<file path="src/rtl/uart_mmio_pkg.sv">
// rtl/uart_mmio_pkg.sv - register map, bit positions and FSM encoding for the MMIO UART
package uart_mmio_pkg;

    // Byte offsets from BASE_ADDR; only ADDR[3:2] selects the register.
    localparam logic [31:0] OFS_TXDATA = 32'h0000_0000;
    localparam logic [31:0] OFS_STATUS = 32'h0000_0004;
    localparam logic [31:0] OFS_CTRL   = 32'h0000_0008;

    // STATUS bit positions; the FIFO level field starts at ST_LEVEL_LSB.
    localparam int ST_BUSY      = 0;
    localparam int ST_FULL      = 1;
    localparam int ST_EMPTY     = 2;
    localparam int ST_OVF       = 3;
    localparam int ST_LEVEL_LSB = 8;

    // CTRL bit positions; flush and clear-overflow are strobes that read 0.
    localparam int CTRL_ENABLE  = 0;
    localparam int CTRL_FLUSH   = 1;
    localparam int CTRL_CLR_OVF = 2;

    // Transmit FSM encoding.
    localparam logic [1:0] S_IDLE  = 2'd0;
    localparam logic [1:0] S_START = 2'd1;
    localparam logic [1:0] S_DATA  = 2'd2;
    localparam logic [1:0] S_STOP  = 2'd3;

    // Word index of a register inside the 3-word window.
    function automatic logic [1:0] reg_index(input logic [31:0] ofs);
        return ofs[3:2];
    endfunction

endpackage

</file>
<file path="src/rtl/sync_fifo.sv">
// rtl/sync_fifo.sv - byte FIFO with push/pop/flush and level output
// Ports:
//   clk, rst_n        clock, asynchronous active-low reset
//   push, din         write request and data; taken when not full, or when full and popping
//   pop, dout         read request; dout shows the head entry (valid while !empty)
//   flush             clears the FIFO next edge, overriding push and pop
//   full, empty       occupancy flags
//   level             number of stored entries, 0 .. 2**AW
module sync_fifo #(
    parameter int AW = 3
) (
    input  logic          clk,
    input  logic          rst_n,
    input  logic          push,
    input  logic [7:0]    din,
    input  logic          pop,
    input  logic          flush,
    output logic [7:0]    dout,
    output logic          full,
    output logic          empty,
    output logic [AW:0]   level
);

    localparam int DEPTH = 1 << AW;

    logic [7:0]    mem [DEPTH];
    logic [AW-1:0] wr_ptr;
    logic [AW-1:0] rd_ptr;
    logic          push_ok;
    logic          pop_ok;

    assign empty   = (level == '0);
    // level never exceeds DEPTH, so its MSB alone marks full.
    assign full    = level[AW];
    assign pop_ok  = pop & ~flush & ~empty;
    assign push_ok = push & ~flush & (~full | pop_ok);
    assign dout    = mem[rd_ptr];

    always_ff @(posedge clk) begin
        if (push_ok) begin
            mem[wr_ptr] <= din;
        end
    end

    always_ff @(posedge clk or negedge rst_n) begin
        if (!rst_n) begin
            wr_ptr <= '0;
            rd_ptr <= '0;
            level  <= '0;
        end else if (flush) begin
            wr_ptr <= '0;
            rd_ptr <= '0;
            level  <= '0;
        end else begin
            if (push_ok) begin
                wr_ptr <= wr_ptr + AW'(1);
            end
            if (pop_ok) begin
                rd_ptr <= rd_ptr + AW'(1);
            end
            case ({push_ok, pop_ok})
                2'b10:   level <= level + (AW+1)'(1);
                2'b01:   level <= level - (AW+1)'(1);
                default: level <= level;
            endcase
        end
    end

endmodule

</file>
<file path="src/rtl/uart_tx_mmio.sv">
// rtl/uart_tx_mmio.sv - memory-mapped 8N1 UART transmitter with byte FIFO
// Ports:
//   CLK             system clock, rising edge
//   Reset           asynchronous active-low reset
//   ADDR            byte address from cpu
//   Data_BUS_WRITE  write data from cpu
//   CS, WE          chip select, write enable (1 = write)
//   Data_BUS_READ   read data, 0 when not selected for a read
//   SEL             combinational window hit for the bus read mux
//   TX              serial line, idle high
//   IRQ             level: FIFO empty and transmitter idle while enabled
module uart_tx_mmio
    import uart_mmio_pkg::*;
#(
    parameter logic [31:0] BASE_ADDR    = 32'h0000_1000,
    parameter int          CLKS_PER_BIT = 434,
    parameter int          FIFO_AW      = 3
) (
    input  logic        CLK,
    input  logic        Reset,
    input  logic [31:0] ADDR,
    input  logic [31:0] Data_BUS_WRITE,
    input  logic        CS,
    input  logic        WE,
    output logic [31:0] Data_BUS_READ,
    output logic        SEL,
    output logic        TX,
    output logic        IRQ
);

    localparam logic [15:0] BAUD_MAX = 16'(CLKS_PER_BIT - 1);

    logic [31:0]       ofs;
    logic [1:0]        ridx;
    logic              in_window;
    logic              wr_txdata;
    logic              wr_ctrl;
    logic              flush;
    logic              clr_ovf;

    logic [1:0]        state;
    logic [15:0]       baud_cnt;
    logic [2:0]        bit_idx;
    logic [7:0]        shift;
    logic              enable;
    logic              overflow;
    logic              irq_q;
    logic              bit_end;
    logic              pop;
    logic              busy;

    logic [7:0]        fifo_dout;
    logic              fifo_full;
    logic              fifo_empty;
    logic [FIFO_AW:0]  fifo_level;
    logic [31:0]       rdata;
    logic              unused_bits;

    // Address decode: three consecutive words starting at BASE_ADDR.
    assign ofs       = ADDR - BASE_ADDR;
    assign ridx      = reg_index(ofs);
    assign in_window = (ofs[31:4] == 28'd0) && (ridx != 2'b11);
    assign SEL       = CS & in_window;

    assign wr_txdata = SEL & WE & (ridx == reg_index(OFS_TXDATA));
    assign wr_ctrl   = SEL & WE & (ridx == reg_index(OFS_CTRL));
    assign flush     = wr_ctrl & Data_BUS_WRITE[CTRL_FLUSH];
    assign clr_ovf   = wr_ctrl & Data_BUS_WRITE[CTRL_CLR_OVF];

    assign bit_end   = (baud_cnt == 16'd0);
    assign busy      = (state != S_IDLE);
    // A byte is taken from the FIFO either from idle or at the very end of a
    // stop bit, which is what makes consecutive frames gap-free. A flush in
    // the same cycle discards the head byte instead of sending it.
    assign pop = enable & ~fifo_empty & ~flush &
                 ((state == S_IDLE) | ((state == S_STOP) & bit_end));

    sync_fifo #(
        .AW    (FIFO_AW)
    ) u_fifo (
        .clk   (CLK),
        .rst_n (Reset),
        .push  (wr_txdata),
        .din   (Data_BUS_WRITE[7:0]),
        .pop   (pop),
        .flush (flush),
        .dout  (fifo_dout),
        .full  (fifo_full),
        .empty (fifo_empty),
        .level (fifo_level)
    );

    always_ff @(posedge CLK or negedge Reset) begin
        if (!Reset) begin
            state    <= S_IDLE;
            baud_cnt <= 16'd0;
            bit_idx  <= 3'd0;
            shift    <= 8'd0;
        end else begin
            case (state)
                S_IDLE: begin
                    if (pop) begin
                        shift    <= fifo_dout;
                        baud_cnt <= BAUD_MAX;
                        state    <= S_START;
                    end
                end
                S_START: begin
                    if (bit_end) begin
                        baud_cnt <= BAUD_MAX;
                        bit_idx  <= 3'd0;
                        state    <= S_DATA;
                    end else begin
                        baud_cnt <= baud_cnt - 16'd1;
                    end
                end
                S_DATA: begin
                    if (bit_end) begin
                        baud_cnt <= BAUD_MAX;
                        shift    <= shift >> 1;
                        bit_idx  <= bit_idx + 3'd1;
                        if (bit_idx == 3'd7) begin
                            state <= S_STOP;
                        end
                    end else begin
                        baud_cnt <= baud_cnt - 16'd1;
                    end
                end
                default: begin
                    if (bit_end) begin
                        if (pop) begin
                            shift    <= fifo_dout;
                            baud_cnt <= BAUD_MAX;
                            state    <= S_START;
                        end else begin
                            state <= S_IDLE;
                        end
                    end else begin
                        baud_cnt <= baud_cnt - 16'd1;
                    end
                end
            endcase
        end
    end

    always_ff @(posedge CLK or negedge Reset) begin
        if (!Reset) begin
            enable   <= 1'b1;
            overflow <= 1'b0;
            irq_q    <= 1'b0;
        end else begin
            if (wr_ctrl) begin
                enable <= Data_BUS_WRITE[CTRL_ENABLE];
            end
            // A push into a full FIFO is only lost when no pop frees a slot.
            if (clr_ovf) begin
                overflow <= 1'b0;
            end else if (wr_txdata & fifo_full & ~pop) begin
                overflow <= 1'b1;
            end
            irq_q <= enable & fifo_empty & ~busy;
        end
    end

    // Line driven straight from state so reset forces it high immediately.
    assign TX  = (state == S_START) ? 1'b0 :
                 (state == S_DATA)  ? shift[0] : 1'b1;
    assign IRQ = irq_q;

    always_comb begin
        rdata = 32'd0;
        if (ridx == reg_index(OFS_STATUS)) begin
            rdata[ST_BUSY]                       = busy;
            rdata[ST_FULL]                       = fifo_full;
            rdata[ST_EMPTY]                      = fifo_empty;
            rdata[ST_OVF]                        = overflow;
            rdata[ST_LEVEL_LSB +: FIFO_AW + 1]   = fifo_level;
        end else if (ridx == reg_index(OFS_CTRL)) begin
            rdata[CTRL_ENABLE] = enable;
        end
    end

    assign Data_BUS_READ = (SEL & ~WE) ? rdata : 32'd0;

    assign unused_bits = &{1'b0, Data_BUS_WRITE[31:8], Data_BUS_WRITE[7:3], ofs[1:0]};

endmodule
</file>
<file path="config.mk">
export PLATFORM = sky130hd
export DESIGN_NAME = uart_tx_mmio
export DESIGN_NICKNAME = d
export VERILOG_FILES = /design/src/rtl/uart_mmio_pkg.sv /design/src/rtl/sync_fifo.sv /design/src/rtl/uart_tx_mmio.sv
export SDC_FILE = /design/constraint.sdc
export NUM_CORES = 1
export LEC_CHECK = 0
export CAP_MARGIN = 20
export CORE_UTILIZATION = 55
export CTS_CLUSTER_DIAMETER = 60
export DETAILED_ROUTE_END_ITERATION = 16
export PLACE_DENSITY = 0.88
export REMOVE_ABC_BUFFERS = 1
export SLEW_MARGIN = 5
export SYNTH_ARGS = -nofsm -noshare
export SYNTH_HDL_FRONTEND = slang
export SYNTH_SLANG_ARGS = --single-unit
export TNS_END_PERCENT = 1
</file>
<file path="constraint.sdc">
create_clock -name CLK -period 9.76 [get_ports CLK]
set_input_delay 0.976 -clock CLK [delete_from_list [all_inputs] [get_ports CLK]]
set_output_delay 0.976 -clock CLK [all_outputs]
set_load 0.02 [all_outputs]
</file>
Word-level counts from Yosys, hierarchy flattened
Memories as Yosys holds them, arrays and structs flattened.
Cells that the tools add are included.

word-level totals
  register bits after elaboration = 42
  RAM bits = 64
  output and inout port bits = 35
  memories kept = 1

operators by class
  $add $sub $neg = 7
  equality and inequality tests = 13
  multiplexer cells = 35
  bitwise logic cells = 28
  reductions and logical operators = 17

memory list
  memory      depth  width  read ports  clocked after Yosys merged registers in  wr ports  RTL line         RTL
  u_fifo.mem  8      8      1           0                                        1         sync_fifo.sv:26  logic [7:0] mem [DEPTH];

operators by type and width
  operator                                                               number
  16-bit two-way mux                                                     3
  16-bit one-hot mux with 2 select lines                                 1
  32-bit by 13-bit subtractor with 32-bit output, second input constant  1
  28-bit logical NOT                                                     1
  8-bit two-way mux                                                      3
  8-bit one-hot mux with 3 select lines                                  1
  3-bit two-way mux                                                      7
  1-bit AND                                                              19
  16-bit logical NOT                                                     1
  16-bit by 1-bit subtractor with 16-bit output, second input constant   1
  12-bit two-way mux                                                     1
  2-bit nonzero test                                                     6
  2-bit two-way mux                                                      5
  2-bit != test, second input constant                                   5
  3-bit by 1-bit adder with 3-bit output, second input constant          3
  1-bit two-way mux                                                      9
  2-bit == test, second input constant                                   4
  4-bit two-way mux                                                      2
  4-bit one-hot mux with 2 select lines                                  1
  1-bit inverter                                                         7
  2-bit by 1-bit == test with 1-bit output, second input constant        3
  2-bit one-hot mux with 3 select lines                                  1
  3-bit one-hot mux with 2 select lines                                  1
  3-bit AND reduction                                                    2
  10 further kinds                                                       12

Depth between registers and ports, before layout
Gate-level depths: netlist of run 1.

  word-level depth = 17
  gate-level depth with buffers = 14
  mapped depth without buffers = 14

By module
Synthesis of run 1 repeated with hierarchy kept, for this count alone.

second synthesis, totals
  cell total of the unflattened synthesis = 461
  area, all modules = 5641.7 µm²

modules (own cells, without submodules)
  module        times used  cells an instance  area an instance (µm²)
  sync_fifo     1           166                3080.5
  uart_tx_mmio  1           295                2561.2

Worst setup path after synthesis of run 1
No wires, ideal clock.

  path kind = input-to-output
  from = input ADDR[9]
  to = output Data_BUS_READ[11]
  data arrival time = 2674 ps
  path slack = 6110 ps
  stages on the path = 6
  cell sequence = nor4_1 -> nand4_1 -> or3_1 -> nor3_1 -> and2_1 -> buf_4

between the ends
  word-level cells in the longest chain between the ends = 6

RTL lines
  what                                            RTL line             RTL
  start: declaration                              uart_tx_mmio.sv:21   input logic [31:0] ADDR,
  32-bit by 13-bit subtractor with 32-bit output  uart_tx_mmio.sv:60   assign ofs = ADDR - BASE_ADDR;
  28-bit logical NOT                              uart_tx_mmio.sv:62   assign in_window = (ofs[31:4] == 28'd0) && (ridx != 2'b11);
  1-bit logical AND                               uart_tx_mmio.sv:62
  1-bit AND                                       uart_tx_mmio.sv:63   assign SEL = CS & in_window;
  1-bit AND                                       uart_tx_mmio.sv:183  assign Data_BUS_READ = (SEL & ~WE) ? rdata : 32'd0;
  12-bit two-way mux                              uart_tx_mmio.sv:183
  end: declaration                                uart_tx_mmio.sv:25   output logic [31:0] Data_BUS_READ,

No other way between the ends.

Final worst setup path of run 1
  from = input ADDR[9]
  to = output Data_BUS_READ[1]

Same word-level chain as after synthesis.

==> results of run 1 <==
[how the worst max path moves through the flow]
stage	end	depth (start not counted)
after floorplan	u_fifo.mem[1][0]	5
after global placement	Data_BUS_READ[11]	7
after detailed placement	Data_BUS_READ[1]	7
after CTS	Data_BUS_READ[1]	7
after global routing	Data_BUS_READ[1]	7
final	Data_BUS_READ[1]	7
[routing by layer]
| layer | part of all wire, % | global-route usage [%] | up-vias |
|---|---|---|---|
| met3 | 6.6 | 5.73 | 22 |
| met5 | 0 | 0 | - |
| met4 | 1.7 | 9.59 | 0 |
| met2 | 51 | 40.7 | 189 |
| met1 | 41 | 30.1 | 1942 |
| li1 | - | - | 1854 |
[placed cells by master (no fill, tap or decap), types with 16 or more instances in the layout]
master,netlist,routed
edfxtp_1,64,64
clkdlybuf4s50_1,0,51
dfrtp_1,41,41
nand2_1,41,41
nor2_1,33,33
mux2i_1,29,29
o21ai_0,28,28
a21oi_1,26,26
conb_1,1,24
a22oi_1,16,16
[cell type report]
type	instances	area share (%)
clock buffer	9	2.00
clock inverter	7	1.63
inverter	13	0.786
multi-input combinational	350	36.4
sequential	106	47.9
tap	129	2.60
timing repair buffer	55	8.67
[kinds of logic after synthesis]
kind of cell             after synthesis
AND/OR/NAND/NOR                      160
AO/OA/AOI/OAI                        114
flip-flops                           106
buffers and inverters                 56
multiplexers                          34
adder cells (fa/ha/maj)               13
XOR/XNOR                               5
other                                  1
[through the flow]
stage	hold WS [ps]	total power [mW]
after floorplan	466	0.496
after global placement	494	0.520
after detailed placement	508	0.521
after CTS	523	0.810
after global routing	564	0.831
final	524	0.810
[registers in the layout (all words and copies together), names as in the netlist]
register and count:
u_fifo.level 4, u_fifo.wr_ptr 3, enable 1, baud_cnt 16
u_fifo.rd_ptr 3, u_fifo.mem 64, IRQ 1, overflow 1
state 2, shift 8, bit_idx 3
[synthesized netlist by cell type (2+ instances only)]
cell and count:
dfrtp_1 41, and2_1 8, nor3_1 15, nor2_1 33, nor4_1 8, mux4_2 2, nor4b_1 2, buf_1 2
o31ai_1 5, a21oi_2 3, a21oi_1 26, nand2_1 41, a22oi_1 16, a31oi_1 3, nand3_1 15, xor2_1 3
buf_4 27, clkbuf_1 13, o211ai_1 2, ha_1 12, inv_1 13, a21o_1 2, o21ai_0 28, nand4_1 3
or4_1 2, or3_1 5, nor4_4 2, o21a_1 3, xnor2_1 2, mux2_2 2, nor2b_1 4, or2_2 2
o22ai_1 9, mux2i_1 29, nand2b_1 9, edfxtp_1 64, o21ai_1 5
[critical path, stage by stage]
cell and delay (ps):
clkdlybuf4s50_1 400, nor4_1 310, nand4_1 290, or3_1 520, nor3_1 440, and2_1 240
clkdlybuf4s50_1 630
[power by group through the flow]
stage / Combinational, mW / Sequential [mW] / Clock (mW)
after floorplan: 0.0107 / 0.486 / 0
after global placement: 0.0343 / 0.485 / 0
after detailed placement: 0.0354 / 0.485 / 0
after CTS: 0.0355 / 0.476 / 0.299
after global routing: 0.0386 / 0.476 / 0.316
final: 0.0353 / 0.476 / 0.299
==> flow_summary.yaml, run 1 <==
routing:
  final_antenna_net_count: 0
  vias: 4007
  dr.pass1.iters: 5
  dr.first_iter.drc_count: 231
  drc: 0
  wl_um: 11600
  via_per_inst: 5.99
  wl_per_cell_um: 17.4
floorplan:
  dieWidth_um: 102
  io_pins: 103
  core_region_area_sq_um: 9420
  die_h_um: 102
  die_area_sq_um: 10300
  num_rows: 35
  start_util_pct: 58.0
clock_network:
  numCtsBuffers: 9
  clock_latency_ps: 390
  post_cts_resized: 0
  cts-htree-levels: 3
  cts_root_buffer: "clkbuf_8"
  clock_sinks: 106
  clockBufferDepth: 2
  postCtsSetupBuffers: 0
  cts_hold_buf: 0
  cts_tree: "yes"
  path_clk_slew_ps: 110
timing:
  max_slew.worst_pin.slew_ps: 927
  timing.final.max_slew_violations: 0
  grt_setup_unrepaired: "false"
  setup_viol: 0
  clock_skew_ps: 19.7
  slew_headroom_pct: 38.2
  period_minus_slack_ps: 4790
  finalSetupTns_ps: 0
  hold_viol_final: 0
  finalCritPeriodShare_pct: 49.1
  fin_ws_ps: 4970
  max_freq_ghz: 0.209
min_path:
  min_path_cells: 1
  worstHoldStart: "baud_cnt[15]"
  worst_hold_path.endpoint: "baud_cnt[15]"
  hp-class: "register to register"
synth:
  synth-simple-area-share_pct: 15.7
  synth_cells: 489
  synthMuxAreaShare_pct: 6.76
  synth_xor_area_share_pct: 0.802
  synth_fa_ha_area_share_pct: 3.12
  synth_top_family_by_area: "simple AND/OR/NAND/NOR gates"
  synth-edff-count: 64
  netlist_area_sq_um: 5460
  synth-compound-area-share_pct: 13.3
  synth_top_cell_area_share_pct: 35.2
  yosysTopAreaCell: "edfxtp_1"
  synthFlopType: "edfxtp_1"
  synth.avg_cell_area_sq_um: 11.2
  synth-warning-count: 0
  synth.area.top_cells: "edfxtp_1, dfrtp_1, mux2i_1"
  synth-seq-cells: 106
  yosysUniqueCellTypes: 65
  seq_area_frac_synth_pct: 54.5
  async_reset_ff_share_pct: 39.6
finish:
  fin_nets: 616
  fill_cells: 679
  utilization_pct: 65.9
  drive_gt1_share_pct: 7.96
  final-seq-area_sq_um: 2970
  fin_cells: 669
  stdcell_area_sq_um: 6200
  area_delta_synth_final_pct: 13.7
  antennaDiodeCount: 0
  multiInputGateArea_sq_um: 2260
power_and_ir_drop:
  combPwrFrac_pct: 4.4
  clockPowerShare_pct: 36.9
  p_int_mw: 0.619
  p_per_area_nw_per_um2: 131
  seq_power_share_pct: 58.7
  vdd_ir_drop_max_v: 0.0000743
  p_sw_share_pct: 23.6
  switchingPower_mw: 0.192
  p_leak_nw: 2.43
global_route:
  grt_pass1_vias: 3997
  grt_max_degree: 43
  grt-ovfl-total: 0
  grt_usage_pct: 24.1
  grt_pass1_wl_um: 19000
  antenna_found_initial: 0
worst_setup_path:
  reg2regPathDepth: 14
  worstPathArrival_ps: 3810
  ff2ff_setup_slack_ps: 5730
  critPathLaunchType: "primary input"
  crit_start: "ADDR[9]"
  timing.rr.start: "baud_cnt[0]"
  cp_max_fo: 5
  reg2reg_to: "u_fifo.level[3]"
  criticalPathCategory: "primary input to primary output"
  setup.worst_path.end_class: "primary output"
  crit_required_ps: 8780
placed_design:
  dp_slack_ps: 5010
  place_area_sq_um: 5980
  portBuffers: 52
  dp.cells: 653
  hpwl_um: 7920
  place_congestion: 0.901
status:
  outcome: "finished clean"
run:
  maxCapViolCount: 0
No activity file was read; power rests on OpenSTA's default activity.
==> inputs of run 2 (changes only) <==
--- a/config.mk
+++ b/config.mk
@@ -6,10 +6,10 @@
 export NUM_CORES = 1
 export LEC_CHECK = 0
 export CAP_MARGIN = 20
-export CORE_UTILIZATION = 55
+export CORE_UTILIZATION = 53
 export CTS_CLUSTER_DIAMETER = 60
 export DETAILED_ROUTE_END_ITERATION = 16
-export PLACE_DENSITY = 0.88
+export PLACE_DENSITY = 0.85
 export REMOVE_ABC_BUFFERS = 1
 export SLEW_MARGIN = 5
 export SYNTH_ARGS = -nofsm -noshare
==> constraint.sdc (replaced) <==
create_clock -name CLK -period 4.5 [get_ports CLK]
set_input_delay 0.45 -clock CLK [delete_from_list [all_inputs] [get_ports CLK]]
set_output_delay 0.45 -clock CLK [all_outputs]
set_load 0.02 [all_outputs]
==> flow_summary.yaml, run 2 (synthesis results as in run 1) <==
clock_network:
  cts-htree-levels: 3
  clock_sinks: 106
  path_clk_slew_ps: 100
  cts_root_buffer: "clkbuf_8"
  numCtsBuffers: 9
  clock_latency_ps: 380
  cts_tree: "yes"
  clockBufferDepth: 2
  cts_hold_buf: 0
  postCtsSetupBuffers: 0
  post_cts_resized: 0
global_route:
  grt_usage_pct: 22.2
  antenna_found_initial: 0
  grt_pass1_wl_um: 17800
  grt_pass1_vias: 3774
  grt-ovfl-total: 0
  grt_max_degree: 43
finish:
  top_register: "u_fifo.mem"
  drive_gt1_share_pct: 8.81
  largest_reg_flops: 64
  stdcell_area_sq_um: 6250
  area_delta_synth_final_pct: 14.6
  fin_cells: 678
  fin_nets: 621
  final-seq-area_sq_um: 2970
  fill_cells: 741
  layout_commonest_cell: "edfxtp_1"
  utilization_pct: 63.4
  layout_common_cells: "edfxtp_1, clkdlybuf4s50_1, dfrtp_1, nand2_1, nor2_1"
  reg_top3: "u_fifo.mem x64, baud_cnt x16, shift x8"
  multiInputGateArea_sq_um: 2260
  antennaDiodeCount: 0
placed_design:
  dp.cells: 662
  dp_slack_ps: 834
  place_congestion: 0.892
  hpwl_um: 8010
  portBuffers: 52
  place_area_sq_um: 6020
timing:
  clock_skew_ps: 10.6
  slew_headroom_pct: 38.0
  timing.final.max_slew_violations: 0
  finalSetupTns_ps: 0
  max_freq_ghz: 0.271
  setup_viol: 0
  finalCritPeriodShare_pct: 82.1
  whs_ps: 207
  max_slew.worst_pin.slew_ps: 930
  grt_setup_unrepaired: "false"
  period_minus_slack_ps: 3690
  hold_viol_final: 0
  fin_ws_ps: 807
routing:
  via_per_inst: 5.86
  dr.pass1.iters: 5
  vias: 3973
  dr.first_iter.drc_count: 295
  final_antenna_net_count: 0
  wl_per_cell_um: 16.6
  wl_um: 11300
  drc: 0
status:
  outcome: "finished clean"
worst_setup_path:
  setup.worst_path.end_class: "register"
  worstPathArrival_ps: 3970
  criticalPathCategory: "register to register"
  crit_required_ps: 4770
  critPathLaunchType: "register"
  cp_max_fo: 10
floorplan:
  dieWidth_um: 103
  num_rows: 36
  die_area_sq_um: 10700
  die_h_um: 103
  core_region_area_sq_um: 9860
  start_util_pct: 55.3
  io_pins: 103
power_and_ir_drop:
  vdd_ir_drop_max_v: 0.000240
  total_power_mw: 1.74
  p_leak_nw: 2.46
  p_per_area_nw_per_um2: 278
min_path:
  hp-class: "primary input to asynchronous set/reset pin"
run:
  maxCapViolCount: 0
-- run 2: metal layers --
metal,vias up,GRT usage (%),share of wire (%)
met1,1904,28.3,41
met3,19,4.97,5.9
met4,0,9.43,2.2
met2,175,36.9,51
li1,1875,-,-
met5,-,0,0
-- run 2: critical path, cell delays in order, from the launching register on --
cell and delay [ps]:
dfrtp_1 420, inv_1 70, ha_1 190, or4b_1 520
nor4_4 290, buf_4 220, a21oi_4 120, or3_4 400
nor2_4 180, ha_1 250, a21o_1 180, a21o_1 180
nor2_1 120, mux2i_1 190, o21ai_0 130, o21a_1 160
-- run 2: worst paths after layout --
path | cells past startpoint | start | to | slack [ps]
setup / recovery | 15 | baud_cnt[0] | u_fifo.level[3] | 810
hold / removal | 1 | Reset | baud_cnt[10] | 210
setup reg to reg | 15 | baud_cnt[0] | u_fifo.level[3] | 810
hold reg to reg | 1 | baud_cnt[13] | baud_cnt[13] | 540
max in group asynchronous | 1 | Reset | u_fifo.rd_ptr[2] | 3720
min in group CLK | 1 | baud_cnt[13] | baud_cnt[13] | 540
-- run 2: power by group --
group	internal [mW]	switching (mW)
logic	0.0336	0.0419
registers	1.03	0.00000690
clock network	0.277	0.357
total	1.34	0.399
-- run 2: final cells by class --
class                   count  area share [%]
inverters                  13           0.780
clock buffers               9            1.98
repair buffers             60            9.21
multi-input cells         350            36.1
clock inverters             7            1.70
flip-flops and latches    106            47.6
well taps                 133            2.66
